**src/rtl/serial_comparator_system.sv**
```systemverilog
// serial_comparator_system: MSB-first serial magnitude comparator, f=1 while X>Y over the bits seen so far
module serial_comparator_system (
   input  logic clk,
   input  logic rst,
   input  logic A,
   input  logic B,
   input  logic x,
   input  logic y,
   output logic f
);
   typedef enum logic [1:0] {EQ = 2'b00, GT = 2'b01, LT = 2'b10} state_t;
   state_t s, base, nxt;
   // The unused encoding falls back to EQ, like a word start
   always_comb begin
      base = (A || !(s == GT || s == LT)) ? EQ : s;
      nxt = (B && base == EQ && x != y) ? (x ? GT : LT) : base;
   end
   always_ff @(posedge clk) begin
      if (rst) s <= EQ;
      else s <= nxt;
   end
   assign f = (s == GT);
endmodule

```
**config.mk**
```make
export PLATFORM = sky130hd
export DESIGN_NAME = serial_comparator_system
export DESIGN_NICKNAME = d
export VERILOG_FILES = /design/src/rtl/serial_comparator_system.sv
export SDC_FILE = /design/constraint.sdc
export NUM_CORES = 1
export LEC_CHECK = 0
export BUFFER_PORTS_ARGS = -buffer_cell sky130_fd_sc_hd__buf_2
export CORE_AREA = 2 2 39 41
export DETAILED_ROUTE_END_ITERATION = 7
export DIE_AREA = 0 0 41 43
export GPL_TIMING_DRIVEN = 0
export PLACE_DENSITY = 0.3
export REMOVE_ABC_BUFFERS = 1
export SKIP_LAST_GASP = 1
export SYNTH_ARGS = -nofsm -noshare
export SYNTH_HDL_FRONTEND = slang
export SYNTH_SLANG_ARGS = --single-unit
```
**constraint.sdc**
```tcl
create_clock -name clk -period 1.3 [get_ports clk]
set_input_delay 0.065 -clock clk [delete_from_list [all_inputs] [get_ports clk]]
set_output_delay 0.065 -clock clk [all_outputs]
set_load 0.05 [all_outputs]
```
==> reports/summary.txt <==
die width -> 41 microns
Distinct cells, synth -> 10
total CTS buffers -> 3
DRC -> 0
core area -> 1384 sq um
max reg flops -> 2
DIE HEIGHT -> 43 microns
clock group share of total power -> 0.605
Synth Warn # -> 0
number of port buffers -> 6
Reg clk slew, reported paths -> 0.03 ns
CTS tree -> done
register area share after synthesis -> 0.3516
total track usage -> 0.06112
Internal Power -> 0.1771 mW
Final Max Tran Viols -> 0
Cells after DPL -> 34
io pins -> 7
antenna violations before repair -> 0
Mapped Cells -> 12
Critical Path Source Type -> register
final worst-path cycle share -> 0.9222
commonest cells after routing, fill and taps aside -> buf_2 (6), clkbuf_4 (3), nor3_1 (2), dfxtp_1 (2)
Iteration-0 DRC Markers -> 0
status -> complete, no violations
pin count of the biggest net entering global routing -> 4
dominant cells by area after synthesis -> dfxtp_1 (35%), nor4bb_2 (14%), ha_1 (11%)
Worst-Margin Slew -> 0.2441 ns
power density over cell area -> 1200 nW/um^2
RD Place Congestion -> 0.5322
sw frac -> 0.2086
H-tree levels -> 1
# diodes -> 0
postcts setup bufs -> 0
total power -> 0.2238 mW
Max FO, Critical Path -> 3
Yosys top cell area share -> 0.3516
#FFs+latches synth -> 2
Leak -> 0.07919 nW
endpoints failing setup -> 0
total number of vias -> 128
vias per cell -> 3.459
Hold Violations, Final -> 0
Area growth syn-to-layout -> 63.74%
max-cap violations -> 0
clock sinks -> 2
row cnt -> 14
Mapped Area -> 113.9 sq um
RSZ-0062 raised after global routing -> false
NetSw -> 0.04668 mW
post_cts resized -> 0
Cell Count, Final, Fillers Out -> 37
clk_lat worst skew -> 0.22 ns
normalized max-slew margin -> 0.8360
Synth area leader -> dfxtp_1
initial cell density of the core -> 0.08228
Final Skew -> 0.002150 ns
cts hold-fix bufs -> 0
critical path type -> register to register
WP data required -> 1.41 ns
FMAX -> 834.1 MHz
Post-Route WL -> 291 microns
vias in the first global route -> 153
Logic pwr share -> 0.104
post-layout minimum cycle time -> 1.199 ns
Hold WC Path Type -> input pin to register
first-pass GRT wire length -> 634 microns
nets -> 30
Total Die Area -> 1763 sq um
Clk Tree Root Cell -> clkbuf_4
post-route ant nets -> 0
Reg with most FFs -> s
grt ovf -> 0
syn_area_per_cell -> 9.488 sq um
endpoint arrival time on the critical path -> 1.31 ns
TritonRoute pass-1 iters -> 1
setup TNS -> 0 ns
Max VDD drop -> 0.1199 mV
layout cell share with drive strength beyond 1 -> 0.5238
commonest non-fill, non-tap cell in the layout -> buf_2
routed len/inst -> 7.865 microns
Max clock buf depth -> 2
Largest regs -> s x2
CP Capture Type -> register
Reg power frac -> 0.291
per-layer routing:
metal	up-vias	track usage	share of wire	wire [microns]
met2	7	0.06250	0.39	113
met4	0	0.08000	0.014	4
li1	63	-	-	-
met3	2	0.05236	0.18	51
met5	-	0	0	0
met1	56	0.06070	0.42	121
final cells by class:
type / instances / area (sq um)
fill: 166 / 1197
multi-input combinational: 9 / 70.07
sequential: 2 / 40.04
timing repair buffer: 6 / 30.03
clock buffer: 3 / 22.52
tap: 16 / 20.02
inverter: 1 / 3.754
logic make-up after synthesis:
| family | Yosys count | share of synthesized area |
|---|---|---|
| compound gates | 3 | 0.2088 |
| buf+inv | 1 | 0.03294 |
| fa+ha+maj | 1 | 0.1099 |
| flops | 2 | 0.3517 |
| simple gates | 5 | 0.2967 |
Yosys cell counts:
cell,instances
a22o_1,1
a22o_2,1
dfxtp_1,2
nor3_1,2
nor4bb_2,1
nand2_1,1
o21ai_0,1
ha_1,1
nor2_1,1
inv_1,1
through the flow:
stage               cell area, sq um    util  hold WS [ns]  worst slack, ns
floorplan                      113.9       -        0.3071           0.1440
global placement               163.9  0.1184        0.4117           0.1006
detailed placement             163.9  0.1184        0.4270          0.05806
CTS                            186.4  0.1347        0.1910          0.06038
global route                   186.4  0.1347        0.2209        0.0005692
finish                         186.4  0.1347        0.2023           0.1012
worst paths after layout:
kind	from	endpoint	slack, ns	cells past startpoint
hold reg to reg	s[1]	s[1]	0.52	1
hold / removal	x	s[1]	0.20	3
setup / recovery	s[1]	s[0]	0.10	5
setup reg to reg	s[1]	s[0]	0.10	5
power groups by stage:
stage | logic [mW] | clock network (mW) | registers [mW]
after global placement | 0.0223 | 0 | 0.0657
final | 0.0232 | 0.135 | 0.0651
after floorplan | 0.0118 | 0 | 0.0654
after detailed placement | 0.0232 | 0 | 0.0659
after global routing | 0.0264 | 0.151 | 0.0654
after CTS | 0.0233 | 0.147 | 0.0651
critical path, stage by stage (launching register included):
cell,delay [ns]
dfxtp_1,0.34
inv_1,0.05
ha_1,0.28
nor2_1,0.10
o21ai_1,0.08
a22o_2,0.24
(Power assumes the default switching activity.)
